===== src/rtl/rename_if.sv =====
// rename_if: decode-side, dispatch-side and release signals of the rename stage.
// Ports (signals):
//   in_*        decode -> rename instruction with valid/ready handshake
//   out_*       rename -> reservation stations, registered, valid/ready
//   free_*      ROB commit releasing a physical tag to the free list
//   free_count  number of tags currently in the free list
//   err_overflow sticky flag: a release arrived while the free list was full
// Optional (RENAME_RECOVERY_EN): commit_valid/commit_rd/commit_pd/commit_alloc
//   carry retirement updates; flush rolls speculative state back.
// Modports: master = decode/ROB side, slave = rename unit.
interface rename_if #(
  parameter int PREG_W  = 6,
  parameter int INSTR_W = 32
);
  logic               in_valid;
  logic               in_ready;
  logic [6:0]         in_opcode;
  logic [4:0]         in_rs1;
  logic [4:0]         in_rs2;
  logic [4:0]         in_rd;
  logic               in_writes_rd;
  logic [INSTR_W-1:0] in_instr;

  logic               out_valid;
  logic               out_ready;
  logic [6:0]         out_opcode;
  logic [PREG_W-1:0]  out_ps1;
  logic [PREG_W-1:0]  out_ps2;
  logic [PREG_W-1:0]  out_pd;
  logic [PREG_W-1:0]  out_old_pd;
  logic [INSTR_W-1:0] out_instr;

  logic               free_valid;
  logic [PREG_W-1:0]  free_preg;
  logic [PREG_W:0]    free_count;
  logic               err_overflow;

`ifdef RENAME_RECOVERY_EN
  logic               commit_valid;
  logic [4:0]         commit_rd;
  logic [PREG_W-1:0]  commit_pd;
  logic               commit_alloc;
  logic               flush;
`endif

  modport master (
    output in_valid, in_opcode, in_rs1, in_rs2, in_rd, in_writes_rd, in_instr,
    input  in_ready,
    input  out_valid, out_opcode, out_ps1, out_ps2, out_pd, out_old_pd, out_instr,
    output out_ready,
    output free_valid, free_preg,
    input  free_count, err_overflow
`ifdef RENAME_RECOVERY_EN
    , output commit_valid, commit_rd, commit_pd, commit_alloc, flush
`endif
  );

  modport slave (
    input  in_valid, in_opcode, in_rs1, in_rs2, in_rd, in_writes_rd, in_instr,
    output in_ready,
    output out_valid, out_opcode, out_ps1, out_ps2, out_pd, out_old_pd, out_instr,
    input  out_ready,
    input  free_valid, free_preg,
    output free_count, err_overflow
`ifdef RENAME_RECOVERY_EN
    , input commit_valid, commit_rd, commit_pd, commit_alloc, flush
`endif
  );
endinterface


===== src/rtl/rename_unit.sv =====
// rename_unit: register-rename stage between decode and the reservation stations.
// Each accepted instruction reads rs1/rs2 through the RAT, and when it writes a
// non-x0 rd it pops a physical tag from a circular free-list FIFO, remaps rd and
// reports the stale mapping (out_old_pd) for release at commit.
// Ports:
//   clk, rst   clock, asynchronous active-high reset
//   bus        rename_if.slave (decode handshake, output register, release port,
//              free_count, err_overflow)
// Parameters: NUM_ARCH architectural regs, NUM_PHYS physical regs (power of two,
//   greater than NUM_ARCH), INSTR_W passthrough width. PREG_W is derived.
// Optional feature macro: RENAME_RECOVERY_EN adds a retirement RAT and a committed
//   free-list head so a flush can restore the non-speculative state.
module rename_unit #(
  parameter int NUM_ARCH = 32,
  parameter int NUM_PHYS = 64,
  parameter int INSTR_W  = 32
) (
  input logic     clk,
  input logic     rst,
  rename_if.slave bus
);
  localparam int PREG_W    = $clog2(NUM_PHYS);
  localparam int FREE_INIT = NUM_PHYS - NUM_ARCH;
  localparam logic [PREG_W:0]   FULL_CNT = (PREG_W+1)'(NUM_PHYS);
  localparam logic [PREG_W:0]   CNT_ONE  = (PREG_W+1)'(1);
  localparam logic [PREG_W-1:0] PTR_ONE  = PREG_W'(1);

  logic [PREG_W-1:0]  rat [NUM_ARCH];
  logic [PREG_W-1:0]  fl  [NUM_PHYS];
  logic [PREG_W-1:0]  head, tail, tail_next;
  logic [PREG_W:0]    count;
  logic               err_q;

  logic               out_valid_q;
  logic [6:0]         out_opcode_q;
  logic [PREG_W-1:0]  out_ps1_q, out_ps2_q, out_pd_q, out_old_pd_q;
  logic [INSTR_W-1:0] out_instr_q;

  logic alloc_needed, in_ready_c, accept, do_alloc;
  logic rel_req, do_push, push_drop, flush_act;

`ifdef RENAME_RECOVERY_EN
  logic [PREG_W-1:0] rrat [NUM_ARCH];
  logic [PREG_W-1:0] chead, chead_next;
  logic              commit_wr;

  assign flush_act  = bus.flush;
  assign commit_wr  = bus.commit_valid && bus.commit_alloc;
  assign chead_next = commit_wr ? chead + PTR_ONE : chead;
`else
  assign flush_act  = 1'b0;
`endif

  assign alloc_needed = bus.in_writes_rd && (bus.in_rd != 5'd0);
  // No bypass: readiness uses the registered count, so a tag released this
  // cycle cannot feed an allocation into an empty list.
  assign in_ready_c   = (!out_valid_q || bus.out_ready) &&
                        (!alloc_needed || (count != '0)) && !flush_act;
  assign accept       = bus.in_valid && in_ready_c;
  assign do_alloc     = accept && alloc_needed;
  assign rel_req      = bus.free_valid && (bus.free_preg != '0);
  assign do_push      = rel_req && (count != FULL_CNT);
  assign push_drop    = rel_req && (count == FULL_CNT);
  assign tail_next    = do_push ? tail + PTR_ONE : tail;

  // RAT, allocation pointer and occupancy count.
  always_ff @(posedge clk or posedge rst) begin
    if (rst) begin
      for (int i = 0; i < NUM_ARCH; i++) rat[i] <= PREG_W'(i);
      head  <= '0;
      count <= (PREG_W+1)'(FREE_INIT);
    end else begin
`ifdef RENAME_RECOVERY_EN
      if (flush_act) begin
        // A commit landing in the flush cycle is folded into the restore.
        for (int i = 0; i < NUM_ARCH; i++)
          rat[i] <= (commit_wr && bus.commit_rd == 5'(i)) ? bus.commit_pd : rrat[i];
        head  <= chead_next;
        count <= {1'b0, tail_next - chead_next};
      end else
`endif
      begin
        if (do_alloc) begin
          rat[bus.in_rd] <= fl[head];
          head           <= head + PTR_ONE;
        end
        case ({do_alloc, do_push})
          2'b10:   count <= count - CNT_ONE;
          2'b01:   count <= count + CNT_ONE;
          default: count <= count;
        endcase
      end
    end
  end

  // Free-list storage, release pointer and overflow flag.
  always_ff @(posedge clk or posedge rst) begin
    if (rst) begin
      for (int i = 0; i < NUM_PHYS; i++)
        fl[i] <= (i < FREE_INIT) ? PREG_W'(NUM_ARCH + i) : '0;
      tail  <= PREG_W'(FREE_INIT);
      err_q <= 1'b0;
    end else begin
      if (do_push) fl[tail] <= bus.free_preg;
      tail <= tail_next;
      if (push_drop) err_q <= 1'b1;
    end
  end

`ifdef RENAME_RECOVERY_EN
  always_ff @(posedge clk or posedge rst) begin
    if (rst) begin
      for (int i = 0; i < NUM_ARCH; i++) rrat[i] <= PREG_W'(i);
      chead <= '0;
    end else begin
      if (commit_wr) rrat[bus.commit_rd] <= bus.commit_pd;
      chead <= chead_next;
    end
  end
`endif

  // Output register: sources read the pre-update RAT, so rd==rs hazards see
  // the old mapping.
  always_ff @(posedge clk or posedge rst) begin
    if (rst) begin
      out_valid_q  <= 1'b0;
      out_opcode_q <= '0;
      out_ps1_q    <= '0;
      out_ps2_q    <= '0;
      out_pd_q     <= '0;
      out_old_pd_q <= '0;
      out_instr_q  <= '0;
    end else if (flush_act) begin
      out_valid_q  <= 1'b0;
    end else if (accept) begin
      out_valid_q  <= 1'b1;
      out_opcode_q <= bus.in_opcode;
      out_ps1_q    <= (bus.in_rs1 == 5'd0) ? '0 : rat[bus.in_rs1];
      out_ps2_q    <= (bus.in_rs2 == 5'd0) ? '0 : rat[bus.in_rs2];
      out_pd_q     <= alloc_needed ? fl[head] : '0;
      out_old_pd_q <= alloc_needed ? rat[bus.in_rd] : '0;
      out_instr_q  <= bus.in_instr;
    end else if (out_valid_q && bus.out_ready) begin
      out_valid_q  <= 1'b0;
    end
  end

  assign bus.in_ready     = in_ready_c;
  assign bus.out_valid    = out_valid_q;
  assign bus.out_opcode   = out_opcode_q;
  assign bus.out_ps1      = out_ps1_q;
  assign bus.out_ps2      = out_ps2_q;
  assign bus.out_pd       = out_pd_q;
  assign bus.out_old_pd   = out_old_pd_q;
  assign bus.out_instr    = out_instr_q;
  assign bus.free_count   = count;
  assign bus.err_overflow = err_q;
endmodule


===== src/flat_wrapper.sv =====
// flat-port wrapper written by rule: the top's interface ports become plain ports
module rename_unit_flat 
#(
  parameter int NUM_ARCH = 32,
  parameter int NUM_PHYS = 64,
  parameter int INSTR_W  = 32
)
  (clk, rst, bus_in_valid, bus_in_opcode, bus_in_rs1, bus_in_rs2, bus_in_rd, bus_in_writes_rd, bus_in_instr, bus_in_ready, bus_out_valid, bus_out_opcode, bus_out_ps1, bus_out_ps2, bus_out_pd, bus_out_old_pd, bus_out_instr, bus_out_ready, bus_free_valid, bus_free_preg, bus_free_count, bus_err_overflow);
  rename_if #(.PREG_W((6)), .INSTR_W(INSTR_W)) bus_i ();
  input logic clk;
  input logic rst;
  input wire logic [$bits(bus_i.in_valid)-1:0] bus_in_valid;
  input wire logic [$bits(bus_i.in_opcode)-1:0] bus_in_opcode;
  input wire logic [$bits(bus_i.in_rs1)-1:0] bus_in_rs1;
  input wire logic [$bits(bus_i.in_rs2)-1:0] bus_in_rs2;
  input wire logic [$bits(bus_i.in_rd)-1:0] bus_in_rd;
  input wire logic [$bits(bus_i.in_writes_rd)-1:0] bus_in_writes_rd;
  input wire logic [$bits(bus_i.in_instr)-1:0] bus_in_instr;
  output wire logic [$bits(bus_i.in_ready)-1:0] bus_in_ready;
  output wire logic [$bits(bus_i.out_valid)-1:0] bus_out_valid;
  output wire logic [$bits(bus_i.out_opcode)-1:0] bus_out_opcode;
  output wire logic [$bits(bus_i.out_ps1)-1:0] bus_out_ps1;
  output wire logic [$bits(bus_i.out_ps2)-1:0] bus_out_ps2;
  output wire logic [$bits(bus_i.out_pd)-1:0] bus_out_pd;
  output wire logic [$bits(bus_i.out_old_pd)-1:0] bus_out_old_pd;
  output wire logic [$bits(bus_i.out_instr)-1:0] bus_out_instr;
  input wire logic [$bits(bus_i.out_ready)-1:0] bus_out_ready;
  input wire logic [$bits(bus_i.free_valid)-1:0] bus_free_valid;
  input wire logic [$bits(bus_i.free_preg)-1:0] bus_free_preg;
  output wire logic [$bits(bus_i.free_count)-1:0] bus_free_count;
  output wire logic [$bits(bus_i.err_overflow)-1:0] bus_err_overflow;
  assign bus_i.in_valid = bus_in_valid;
  assign bus_i.in_opcode = bus_in_opcode;
  assign bus_i.in_rs1 = bus_in_rs1;
  assign bus_i.in_rs2 = bus_in_rs2;
  assign bus_i.in_rd = bus_in_rd;
  assign bus_i.in_writes_rd = bus_in_writes_rd;
  assign bus_i.in_instr = bus_in_instr;
  assign bus_in_ready = bus_i.in_ready;
  assign bus_out_valid = bus_i.out_valid;
  assign bus_out_opcode = bus_i.out_opcode;
  assign bus_out_ps1 = bus_i.out_ps1;
  assign bus_out_ps2 = bus_i.out_ps2;
  assign bus_out_pd = bus_i.out_pd;
  assign bus_out_old_pd = bus_i.out_old_pd;
  assign bus_out_instr = bus_i.out_instr;
  assign bus_i.out_ready = bus_out_ready;
  assign bus_i.free_valid = bus_free_valid;
  assign bus_i.free_preg = bus_free_preg;
  assign bus_free_count = bus_i.free_count;
  assign bus_err_overflow = bus_i.err_overflow;
  rename_unit #(.NUM_ARCH(NUM_ARCH), .NUM_PHYS(NUM_PHYS), .INSTR_W(INSTR_W)) u_core (.clk(clk), .rst(rst), .bus(bus_i));
endmodule

===== config.mk =====
export PLATFORM = sky130hd
export DESIGN_NAME = rename_unit_flat
export DESIGN_NICKNAME = d
export VERILOG_FILES = /design/src/rtl/rename_if.sv /design/src/rtl/rename_unit.sv /design/src/flat_wrapper.sv
export SDC_FILE = /design/constraint.sdc
export NUM_CORES = 2
export LEC_CHECK = 0
export CORE_MARGIN = 2
export CORE_UTILIZATION = 60
export DETAILED_ROUTE_END_ITERATION = 6
export DONT_BUFFER_PORTS = 1
export PLACE_DENSITY = 0.73
export SYNTH_ARGS = -nofsm -noshare
export SYNTH_HDL_FRONTEND = slang
export SYNTH_SLANG_ARGS = --single-unit

===== constraint.sdc =====
create_clock -name clk -period 31.6 [get_ports clk]
set_input_delay 4.74 -clock clk [delete_from_list [all_inputs] [get_ports clk]]
set_output_delay 4.74 -clock clk [all_outputs]
set_load 0.005 [all_outputs]

==> flow_summary.json <==
{
  "grt_pass1_wl_um": 129000,
  "yosysTopAreaCellShare_pct": 34.4,
  "start_util_pct": 60.3,
  "slew_headroom_pct": 26.6,
  "first_global_vias": 20700,
  "vias": 19600,
  "synth.distinct_cells": 60,
  "path_clk_slew_ns": 0.06,
  "drive_gt1_share_pct": 40.9,
  "ir_drop_uv": 76.0,
  "status": "completed",
  "area_growth_pct": 7.75,
  "synth_cells": 2229,
  "startpoint": "bus_in_rd[0]",
  "clk_path_buf_depth": 3,
  "root_buffer": "clkbuf_16",
  "post-route-period-util_pct": 33.9,
  "viasPerCell": 6.64,
  "gr-usage-all-layers_pct": 28.6,
  "die_h_um": 242,
  "core_um2": 56200,
  "drtIter0Drc": 1705,
  "synthFlopType": "dfrtp_1",
  "synth_seq_cells": 660,
  "grt_start_max_net_pins": 190,
  "switching_share_pct": 32.2,
  "detail-route-antenna-nets": 0,
  "internal_power_uw": 2180,
  "timing.fmax_ghz": 0.0934,
  "dieArea_um2": 58400,
  "p_leak_uw": 0.0162,
  "ys_seq_area_share_pct": 49.4,
  "crit_type": "in2out",
  "worst_slack_ns": 20.89,
  "cts_tree": "yes",
  "final-instance-count-excl-fill": 2954,
  "ios": 139,
  "yosysWarnings": 0,
  "r2r-end": "u_core.rat[47]",
  "cts_sinks": 660,
  "numPortBuffers": 0,
  "crit_required_ns": 26.86,
  "antenna_found_initial": 0,
  "nets": 2214,
  "rsz0062_at_grt": "no",
  "worstHoldPathType": "reg2reg",
  "crit_path_end": "bus_in_ready",
  "cts_resized": 0,
  "synth_commonest_cells": "466 x dfrtp_1, 294 x mux2_1, 241 x mux4_2, 194 x dfstp_2, 161 x nand2_1",
  "antenna-diode-count": 0,
  "dpl_cell_area_um2": 34000,
  "worst_setup_path_start_kind": "input port",
  "critPathArrivalTime_ns": 5.97,
  "drc": 0,
  "gp_congestion": 0.898,
  "dieWidth_um": 242,
  "dp.cells": 2821,
  "htreeDepth": 3,
  "std_cell_rows": 87,
  "r2r_setup_slack_ns": 27.58,
  "first_pass_iters": 7,
  "post_cts_buffers": 0,
  "setup_viol": 0,
  "synth.most_common_cell": "dfrtp_1",
  "clk_latency_ns": 0.61,
  "ctsHoldBuffers": 0,
  "syn_area_um2": 33900,
  "timing.final.hold_violations": 0,
  "max_cap_viol_count": 0,
  "synthTopCellsByArea": "dfrtp_1 34%, mux4_2 16%, dfstp_2 15%",
  "p_clk_share_pct": 27.3,
  "finalSetupTns_ns": 0,
  "power.density_nw_per_um2": 88.2,
  "holdWs_ns": 0.415,
  "comb_power_share_pct": 30.4,
  "end_kind": "output port",
  "synthesis.nets": 2304,
  "cts_buffers": 72,
  "finClkSkew_ns": 0.0263,
  "r2r-start": "u_core.head[0]",
  "worst_pin_slew_ns": 1.10,
  "synth_top_cell_by_area": "dfrtp_1",
  "slew_viol_final": 0,
  "hold_depth": 0,
  "drt_wl_total_um": 81300,
  "finalCriticalPeriod_ns": 10.71,
  "cp_max_fo": 52,
  "p_seq_share_pct": 42.2,
  "synth_async_sr_flop_share_pct": 100,
  "avgSynthCellArea_um2": 15.2,
  "grt-ovfl-total": 0,
  "pre_cts_slack_ns": 20.91,
  "wl_per_cell_um": 27.5,
  "post-dp-hpwl_um": 52300,
  "synth_edf_count": 0,
  "r2r_cells": 6,
  "power.switching_uw": 1040,
  "final_cell_area_um2": 36500
}
[state kept, by name, summed over array words and instances, names as in the netlist]
name	flops
u_core.fl	384
u_core.rat	192
u_core.bus.out_instr	32
u_core.bus.free_count	7
u_core.bus.out_opcode	7
u_core.bus.out_old_pd	6
u_core.bus.out_pd	6
u_core.bus.out_ps1	6
u_core.bus.out_ps2	6
u_core.head	6
u_core.tail	6
u_core.bus.err_overflow	1
u_core.bus.out_valid	1
[metrics by stage]
step,total power [µW],utilization (%)
after global routing,3360,65.0
after floorplan,2130,-
after global placement,2290,60.6
after detailed placement,2340,60.6
final,3220,65.0
after CTS,3230,65.0
[metal layers]
layer  up-vias  global-route usage (%)  share of wire, %
met5         -                       0                 0
met4         0                    10.5               3.6
met3       183                    5.17               6.0
met2       693                    47.1                50
met1     10500                    38.6                40
li1       8285                       -                 -
[final cells by class]
class	count	area (µm²)
fillers	4019	19700
flip-flops and latches	660	16800
multi-input cells	1380	16100
clock buffers	110	2150
well taps	756	946
clock inverters	23	338
repair buffers	18	148
inverters	7	33.8
[cell usage in the layout, fill, tap and decap left out, types with 43 or more instances in the layout]
cell type  instances
a22oi_1           43
clkbuf_16         75
dfrtp_1          464
dfstp_2          194
mux2_1           294
mux2_2           155
mux2_4           130
mux2i_1           46
mux4_2           241
nand2_1          161
nor2_1            57
[worst min-delay path by stage]
stage,startpoint,endpoint,slack [ns]
finish,u_core.rat[186],u_core.rat[186],0.41
global route,u_core.rat[187],u_core.rat[187],0.44
CTS,u_core.rat[186],u_core.rat[186],0.42
detailed placement,u_core.rat[188],u_core.rat[188],0.40
global placement,u_core.rat[190],u_core.rat[190],0.40
floorplan,u_core.fl[126],u_core.fl[126],0.45
[power groups by stage]
stage	Clock [µW]	Combinational [µW]	Sequential [µW]
after floorplan	0	848	1280
after global placement	0	946	1340
after detailed placement	0	978	1370
after CTS	895	983	1360
after global routing	931	1040	1390
final	880	980	1360
[cells by family (layout without fill, tap and decap cells)]
| group | after synthesis | count (layout) | share of synthesized area [%] |
|---|---|---|---|
| multiplexers | 866 | 866 | 38.1 |
| flip-flops | 660 | 660 | 49.4 |
| AND/OR/NAND/NOR | 342 | 342 | 5.58 |
| buffers and inverters | 189 | 158 | 2.95 |
| AO/OA/AOI/OAI | 147 | 147 | 3.20 |
| XOR/XNOR | 16 | 16 | 0.413 |
| adder cells (fa/ha/maj) | 9 | 9 | 0.354 |
[critical path, stage by stage]
cell and delay (ns):
or2_1 0.44, o21ai_1 0.51, o21a_1 0.23
(Power assumes the default switching activity.)
